<file path="src/rtl/hazard_unit.sv">
// hazard_unit: stall/flush controller for the five-stage MIPS pipeline.
// Handles load-use bubbles, taken-branch squashes, memory wait states and
// halt, and keeps saturating performance counters for stall activity.
module hazard_unit (
    input  logic        CLK,
    input  logic        RST,
    input  logic        ihit,
    input  logic        dhit,
    input  logic        exm_dREN,
    input  logic        exm_dWEN,
    input  logic        exm_halt,
    input  logic        idex_dREN,
    input  logic [4:0]  idex_wsel,
    input  logic        idex_pc_src,
    input  logic [4:0]  ifid_rs,
    input  logic [4:0]  ifid_rt,
    input  logic        ifid_uses_rt,
    output logic        pc_en,
    output logic        ifid_en,
    output logic        idex_en,
    output logic        exm_en,
    output logic        mwb_en,
    output logic        ifid_flush,
    output logic        idex_flush,
    output logic        mwb_flush,
    output logic        dreq_mask,
    output logic        dload_capture,
    output logic        halted,
    output logic [31:0] stall_cycles,
    output logic [31:0] lu_stalls,
    output logic [31:0] br_squashes
);

    localparam logic [0:0] RUN  = 1'b0;
    localparam logic [0:0] HALT = 1'b1;

    logic [0:0] state;
    logic       mem_done;

    logic in_run;
    logic dreq_live;
    logic mem_ok;
    logic adv;
    logic lu;
    logic lu_bubble;
    logic br_squash;

    // Saturating increment so counters stick at all-ones instead of wrapping
    function automatic logic [31:0] sat_inc(input logic [31:0] value);
        return (value == 32'hFFFF_FFFF) ? value : value + 32'd1;
    endfunction

    // Pipeline advance condition and load-use detection
    always_comb begin
        in_run    = (state == RUN);
        dreq_live = (exm_dREN | exm_dWEN) & ~mem_done;
        mem_ok    = ~dreq_live | dhit;
        adv       = in_run & ihit & mem_ok;
        lu        = idex_dREN & (idex_wsel != 5'd0) &
                    ((idex_wsel == ifid_rs) | (ifid_uses_rt & (idex_wsel == ifid_rt)));
        br_squash = adv & idex_pc_src;
        lu_bubble = adv & lu & ~idex_pc_src;
    end

    // Mealy enable/flush/mask outputs; a taken branch outranks a load-use stall
    always_comb begin
        pc_en         = 1'b0;
        ifid_en       = 1'b0;
        idex_en       = 1'b0;
        exm_en        = 1'b0;
        mwb_en        = 1'b0;
        ifid_flush    = 1'b0;
        idex_flush    = 1'b0;
        mwb_flush     = 1'b0;
        dreq_mask     = 1'b0;
        dload_capture = 1'b0;
        if (RST) begin
            dreq_mask = 1'b0;
        end else if (state == HALT) begin
            dreq_mask = 1'b1;
        end else begin
            dreq_mask     = mem_done;
            dload_capture = dhit & dreq_live;
            if (adv) begin
                idex_en = 1'b1;
                exm_en  = 1'b1;
                mwb_en  = 1'b1;
                if (idex_pc_src) begin
                    pc_en      = 1'b1;
                    ifid_en    = 1'b1;
                    ifid_flush = 1'b1;
                    idex_flush = 1'b1;
                end else if (lu) begin
                    idex_flush = 1'b1;
                end else begin
                    pc_en   = 1'b1;
                    ifid_en = 1'b1;
                end
            end
        end
    end

    // State, completed-access flag, halt indication and performance counters
    always_ff @(posedge CLK) begin
        if (RST) begin
            state        <= RUN;
            mem_done     <= 1'b0;
            halted       <= 1'b0;
            stall_cycles <= 32'd0;
            lu_stalls    <= 32'd0;
            br_squashes  <= 32'd0;
        end else if (in_run) begin
            if (adv) begin
                mem_done <= 1'b0;
            end else if (dhit & dreq_live) begin
                mem_done <= 1'b1;
            end
            if (adv & exm_halt) begin
                state  <= HALT;
                halted <= 1'b1;
            end
            if (!adv) begin
                stall_cycles <= sat_inc(stall_cycles);
            end
            if (lu_bubble) begin
                lu_stalls <= sat_inc(lu_stalls);
            end
            if (br_squash) begin
                br_squashes <= sat_inc(br_squashes);
            end
        end
    end

endmodule

</file>
<file path="config.mk">
export PLATFORM = sky130hd
export DESIGN_NAME = hazard_unit
export DESIGN_NICKNAME = d
export VERILOG_FILES = /design/src/rtl/hazard_unit.sv
export SDC_FILE = /design/constraint.sdc
export NUM_CORES = 1
export LEC_CHECK = 0
export CORE_MARGIN = 2
export CORE_UTILIZATION = 45
export CTS_CLUSTER_DIAMETER = 150
export DETAILED_ROUTE_END_ITERATION = 10
export PLACE_DENSITY = 0.79
export RECOVER_POWER = 25
export SETUP_SLACK_MARGIN = 0.4
export SLEW_MARGIN = 15
export SYNTH_ARGS = -nofsm -noshare
export SYNTH_HDL_FRONTEND = slang
export SYNTH_SLANG_ARGS = --single-unit
</file>
<file path="constraint.sdc">
create_clock -name CLK -period 8.48 [get_ports CLK]
set_input_delay 2.544 -clock CLK [delete_from_list [all_inputs] [get_ports CLK]]
set_output_delay 2.544 -clock CLK [all_outputs]
set_load 0.1 [all_outputs]
</file>
Yosys cells after proc, flatten, opt, wreduce, memory -nomap -nowiden

Cells that the tools add are included.

Bitwise operators: 22
Multiplexer cells: 25
Add/sub/neg operators: 3
Reduce and logical (&&, ||, !) cells: 7
Equal/unequal tests: 5

Operators by type and width:

| kind                                                             | number |
|---|---|
| 32-bit by 1-bit adder with 32-bit output (second input constant) | 3 |
| 32-bit == test (second input constant)                           | 3 |
| 1-bit 2-to-1 mux                                                 | 25 |
| 1-bit bitwise AND                                                | 11 |
| 5-bit == test                                                    | 2 |
| 3-bit AND reduction                                              | 3 |
| 1-bit inverter                                                   | 8 |
| 5-bit nonzero test                                               | 1 |
| 2-bit AND reduction                                              | 2 |
| 1-bit bitwise OR                                                 | 3 |
| 2-bit nonzero test                                               | 1 |

Flip-flop bits (word level): 99
Output and inout bits: 107

Logic depth before layout (Yosys ltp)

Gate-level depths: netlist of the first run.

Depth in word-level cells: 9
Mapped depth: 9

Worst setup path before layout of the first run

Ideal clock, no wire load.

Path kind: input to output
Start: input exm_dWEN
End: output pc_en
Data arrival time: 8.079 ns
Slack: -2.143 ns
Required time: 5.936 ns
Buffers on the path: 1
Cell stages on the path: 5
Path through: nor2_1 -> o31ai_1 -> nor3_1 -> a21boi_0 -> buf_4

Word-level cells in the longest chain between the ends: 8

Ends and longest elaborated chain:

| item                           | RTL line | RTL |
|---|---|---|
| start: declaration             | 10       | `input logic exm_dWEN,` |
| 1-bit bitwise OR               | 56       | `dreq_live = (exm_dREN \| exm_dWEN) & ~mem_done;` |
| 1-bit bitwise AND              | 56       |  |
| 1-bit inverter                 | 57       | `mem_ok = ~dreq_live \| dhit;` |
| 1-bit bitwise OR               | 57       |  |
| 1-bit bitwise AND              | 58       | `adv = in_run & ihit & mem_ok;` |
| 1-bit 2-to-1 mux (3 in series) | --       |  |
| end: declaration               | 18       | `output logic pc_en,` |

Every way passes these cells.

Worst setup path in the final report of the first run

Start: input exm_dWEN
End: output ifid_flush

Word-level cells in the longest chain between the ends: 8

Ends and longest elaborated chain:

| item              | RTL line | RTL |
|---|---|---|
| 1-bit bitwise OR  | 56       |  |
| 1-bit bitwise AND | 56       |  |
| 1-bit inverter    | 57       |  |
| 1-bit bitwise OR  | 57       |  |
| 1-bit bitwise AND | 58       |  |
| 1-bit 2-to-1 mux  | 84       | `if (adv) begin` |
| 1-bit 2-to-1 mux  | 79       | `end else if (state == HALT) begin` |
| 1-bit 2-to-1 mux  | 77       | `if (RST) begin` |
| end: declaration  | 23       | `output logic ifid_flush,` |

Every way passes these cells.

==> metrics, run 1 <==
CP arrival=5010 ps; Clock Tree Buf Depth=2; simple-gate portion of the synthesized area=33.80%; xor and xnor area share after synthesis=between 10% and 20%; Seq. cell area=slightly below 0.002 mm^2; post-synthesis sequential area ratio=39.36%; CP endpoint kind=output port; drt drc=0; initial detailed-routing violation count=213; Die Y=109.8 um; final core occ=between 60 and 70%; CTS buffer count=9; die area=0.01205 mm^2; Post-Synth Adder-Cell Area=less than 1%; Detailed Place HPWL=9477 um; leakage power=~2.2 nW; failing checks=max-capacitance violations, max-slew violations; Compound-Gate Fraction of Synth Area=7.778%; mux contribution to synthesized area=2.187%; Final ANT Viol Nets=0; hold crit path type=reg -> reg; Crit-path slowest cell=clkdlybuf4s50_1; EDFF count, synth=0; Total Routing Usage GR=21.35%; Buf+Inv Stages, Crit Path=2; status=finished with violations; Cell Area, Synth=0.005035 mm^2; Yosys Warn Count=0; commonest non-fill, non-tap cell in the layout=clkdlybuf4s50_1; setup TNS=0 ps; dominant cells by area after synthesis=dfxtp_1 39%, xor2_1 9.4%, nor2_1 7.0%; DR WL met3=842 um; drt total wl=approximately 13000 um; Relative slew margins=-4.000%; Cells after Synth=605; htree depth=3; Startpoint Class=input pin; clock sink total=roughly 100; cts hold-fix bufs=0; share of layout cells above drive strength 1=5.379%; # setup viols final=0; wire length on met1=~5500 um; # placed instances=about 850; Core ar.=0.01089 mm^2; DR vias=4820; RSZ-0062 raised after global routing=false; GP Congestion=~0.84; clk_lat worst skew=360 ps; top-area cell type share of the netlist area=39.36%; Syn Area/Cell=8.322 um^2; fin crit share=89.10%; Final Slew Violations=39; FILL cells=around 970; number of global-route vias before repair=4396; synthesis-stage register bit count=99; final worst slack=924.2 ps; Rows=38; Clk Tree Root Cell=clkbuf_8; Slowest Stage Delay on Critical Path=1010 ps; Setup Buffers After CTS=0; I/O Pins=132; Req. time, crit path=just under 6000 ps; pwr dens=about 140 mW/mm^2; Max Cap Viol=1; CTS tree=done; 1st-pass router iterations=5; commonest cells after routing, fill and taps aside=121 x clkdlybuf4s50_1, 99 x dfxtp_1, 94 x nor2_1, 54 x xor2_1, 48 x nand3_1; VDD IR-drop max=0.08256 mV; fin cells=865; width of the die=109.8 um; met2 wire len=6324 um; Initial Utilization=between 40 and 50%; post-CTS sizing=0; DP Worst Slack=932.4 ps; antenna cell count=0; area leader, netlist=dfxtp_1; Post-layout nets=751; # port buffers=between 100 and 150; library cells used by synthesis=55; async set-reset flop share out of synthesis=0%; first-pass GRT wire length=20640 um; antenna violations before repair=0; largest net degree at the start of global routing=76; main combinational cell family by area after synthesis=simple AND/OR/NAND/NOR gates; Avg WL per Cell=roughly 15 um; worst path cell trace=dlygate4sd3_1 > nor2_1 > o31ai_1 > nor4_1 > clkdlybuf4s50_1; Net Count, Synth=633; cell family with most CP delay=buffers and inverters; Achievable Freq=132.3 MHz; Slew @ Worst Pin=~1600 ps; uppermost layer routed=met4; area grow syn2layout=31.09%; most common flop cell mapped by yosys=dfxtp_1; worst-case clock skew=between 7 and 8 ps; remaining global-route overflow=0; Via-to-Cell Ratio=5.572; Clk pin slew, worst setup/hold paths=~90 ps; Final min period=7556 ps; Hold Slack=489.7 ps; Crit Path Max Fanout=4; final hold violation count=0; multi-input logic area=0.002897 mm^2; kind of critical path=in -> out
[registers in the layout, summed over array words and instances, names as in the netlist]
signal,count
br_squashes,32
stall_cycles,32
state,1
lu_stalls,32
mem_done,1
halted,1
[power breakdown]
part | leakage, nW | internal, mW | switching, mW
registers | 0.798 | 0.468 | 0.00592
clock network | 0.108 | 0.191 | 0.154
logic | 1.30 | 0.0274 | 0.0648
total | 2.20 | 0.686 | 0.225
[layer usage]
layer,global-route usage [%],vias to the layer above
li1,-,2383
met1,26.57,2252
met2,37.04,160
met3,4.031,25
met4,7.052,0
met5,0,-
[tightest hold or removal path, cell delays in order (launching register included)]
cell and delay [ps]:
dfxtp_1 330, a21oi_1 50, nor2_1 80
[cell families after synthesis]
logic type | after synthesis
other cells | 1
flops | 99
xor+xnor | 74
fa+ha+maj | 3
mux | 10
compound gates | 62
buf+inv | 33
simple gates | 323
[through the flow]
stage	total power, mW	cell area (um^2)
finish	0.9113	6600
global route	0.9427	6600
CTS	0.9204	6619
detailed placement	0.5777	6401
global placement	0.5761	6401
floorplan	0.5489	5050
[Yosys cell counts (2+ instances only)]
cell and count:
nor2_1 94, or4_1 9, nor4_1 16, nand3_1 48, mux2i_1 2, nor4_2 2, nor3_1 12, a211oi_1 2
nand4_1 38, a21oi_1 23, nor2b_1 8, o31a_1 3, xnor2_1 20, and4_4 2, and2_1 5, xor2_1 54
nand2_1 43, mux2_2 8, clkbuf_1 13, buf_6 2, buf_2 4, inv_1 8, or3_1 11, and4_1 5
buf_4 4, a31oi_1 4, and3_1 18, dfxtp_1 99, o31ai_1 9, ha_1 3, o21ai_0 12
[final cells by class]
cell class,instances,area share [%]
Clock buffer,10,1.934
Sequential cell,99,30.03
Multi-Input combinational cell,473,43.89
Timing Repair Buffer,132,19.68
Tap cell,140,2.654
Clock inverter,3,1.365
Inverter,8,0.4550
[final timing paths]
check | end | slack (ps) | depth (start not counted) | from
max | ifid_flush | 920 | 5 | exm_dWEN
min | halted$_SDFFE_PP0P_ | 490 | 2 | halted$_SDFFE_PP0P_
max reg2reg | lu_stalls[12]$_SDFFE_PP0P_ | 5500 | 6 | state$_SDFF_PP0_
min reg2reg | halted$_SDFFE_PP0P_ | 490 | 2 | halted$_SDFFE_PP0P_
Note: power is estimated with default switching activity, not from simulation.
==> inputs of run 2 (changes only) <==
--- a/config.mk
+++ b/config.mk
@@ -9,7 +9,7 @@
 export CORE_UTILIZATION = 45
 export CTS_CLUSTER_DIAMETER = 150
 export DETAILED_ROUTE_END_ITERATION = 10
-export PLACE_DENSITY = 0.79
+export PLACE_DENSITY = 0.75
 export RECOVER_POWER = 25
 export SETUP_SLACK_MARGIN = 0.4
 export SLEW_MARGIN = 15
==> run 2 against run 1 <==
  * The run still ends with max-capacitance violations, max-slew violations left
  * Count of clock-buffer cells in the layout is the same
  * Via count grew 1.4%
  * Global-route usage grew 0.59 points
  * Critical path depth shrank 1
  * Non-clock buffer count is the same
  * Routed wire length grew 1.2%
  * Setup slack gained 330 ps
  * Hold slack lost 11 ps
  * Critical path type unchanged
  * Critical endpoint is now dload_capture
==> metrics, run 2 (same netlist as run 1, synthesis figures left out) <==
Achievable Freq=between 100 and 150 MHz; first-pass GRT wire length=between 20000 and 25000 um; remaining global-route overflow=0; Clock Tree Buf Depth=2; combinational share of power=10.2%; htree depth=3; fin crit share=85.17%; Seq pwr share=around 53%; Core ar.=between 0.01 and 0.015 mm^2; Clk Tree Root Cell=clkbuf_8; Clk pin slew, worst setup/hold paths=90 ps; Crit-path slowest cell=clkdlybuf4s50_1; Final Slew Violations=11; Via-to-Cell Ratio=5.630; CTS tree=done; largest net degree at the start of global routing=58; Req. time, crit path=5940 ps; Detailed Place HPWL=9613 um; Sw Share=26.34%; FILL cells=973; hold crit path type=reg -> reg; Final Cell Area=0.006570 mm^2; status=finished with violations; Die Y=about 110 um; post-CTS sizing=0; Max Cap Viol=1; DP Area=0.006391 mm^2; initial detailed-routing violation count=215; drt drc=0; worst-case clock skew=~6.8 ps; width of the die=roughly 110 um; Buf+Inv Stages, Crit Path=2; drt total wl=13160 um; final hold violation count=0; worst path cell trace=dlygate4sd3_1 > o21ai_0 > nor4_1 > clkdlybuf4s50_1; top flop regs=br_squashes x32, lu_stalls x32, stall_cycles x32; Relative slew margins=-23.28%; commonest cells after routing, fill and taps aside=120 x clkdlybuf4s50_1, 99 x dfxtp_1, 94 x nor2_1, 54 x xor2_1, 48 x nand3_1; setup TNS=0 ps; Final min period=~7200 ps; 1st-pass router iterations=5; cts hold-fix bufs=0; cell family with most CP delay=buffers and inverters; Slew @ Worst Pin=1824 ps; Setup Buffers After CTS=0; number of global-route vias before repair=4510; Initial Utilization=46.24%; clock sink total=99; GP Congestion=0.8149; Seq. cell area=around 0.002 mm^2; Post-layout nets=751; fin cells=868; clk_lat worst skew=370 ps; VDD IR-drop max=0.09171 mV; commonest non-fill, non-tap cell in the layout=clkdlybuf4s50_1; leakage power=2.192 nW; multi-input logic area=0.002874 mm^2; CTS buffer count=9; Avg WL per Cell=around 15 um; # setup viols final=0; kind of critical path=in -> out; die area=0.01205 mm^2; area grow syn2layout=30.49%; Pint=0.6616 mW; Switch Pwr=0.2366 mW; # placed instances=852; pwr dens=around 140 mW/mm^2; Rows=38; I/O Pins=132; # port buffers=130; Startpoint Class=input pin; overall power=0.8981 mW; failing checks=max-capacitance violations, max-slew violations; DR vias=between 4k and 5k; CP arrival=roughly 4700 ps; Final ANT Viol Nets=0; antenna violations before repair=0; Crit Path Max Fanout=5; Slowest Stage Delay on Critical Path=1180 ps; Total Routing Usage GR=21.95%; share of layout cells above drive strength 1=6.044%; RSZ-0062 raised after global routing=false; antenna cell count=0; CP endpoint kind=output port; Clock Power Share=37.1%
[run 2: worst paths after layout]
path / startpoint / end / slack, ps / depth (start not counted)
worst min-delay path: halted$_SDFFE_PP0P_ / halted$_SDFFE_PP0P_ / 480 / 2
worst max register to register: stall_cycles[4]$_SDFFE_PP0P_ / stall_cycles[31]$_SDFFE_PP0P_ / 5120 / 6
worst min register to register: halted$_SDFFE_PP0P_ / halted$_SDFFE_PP0P_ / 480 / 2
worst max-delay path: dhit / dload_capture / 1260 / 4
[run 2: power by group through the flow]
stage               sequential [mW]  combinational [mW]  clock [mW]
floorplan                     0.500              0.0489           0
global placement              0.485              0.0913           0
detailed placement            0.485              0.0927           0
CTS                           0.474              0.0929       0.341
global route                  0.474              0.0966       0.363
finish                        0.473              0.0914       0.333
[run 2: routing by layer]
metal	vias up	track usage, %	part of all wire, %	wire (um)
li1	2391	-	-	-
met1	2324	28.08	44	5810
met2	154	36.73	48	6304
met3	18	5.216	6.5	857
met4	0	6.420	1.4	183
met5	-	0	0	0
[run 2: worst register-to-register path: stages (launching register included)]
cell	delay, ps
dfxtp_1	420
nand2_1	110
nor4_1	700
nor4b_1	1490
nand4_1	230
xor2_1	210
nor2_1	50
[run 2: cell type report]
class / count / area share [%]
sequential: 99 / 30.17
inverter: 8 / 0.4571
multi-input combinational: 473 / 43.74
tap: 140 / 2.666
clock inverter: 6 / 1.352
timing repair buffer: 132 / 19.67
clock buffer: 10 / 1.942
[run 2: through the flow]
step,hold slack [ps],utilization (%),setup WS [ps]
6_report,478.7,60.34,1258
5_1_grt,515.2,60.34,1157
4_1_cts,483.4,60.69,1292
3_5_place_dp,458.3,58.70,1298
3_3_place_gp,455.7,58.70,1360
2_1_floorplan,527.9,-,96.16
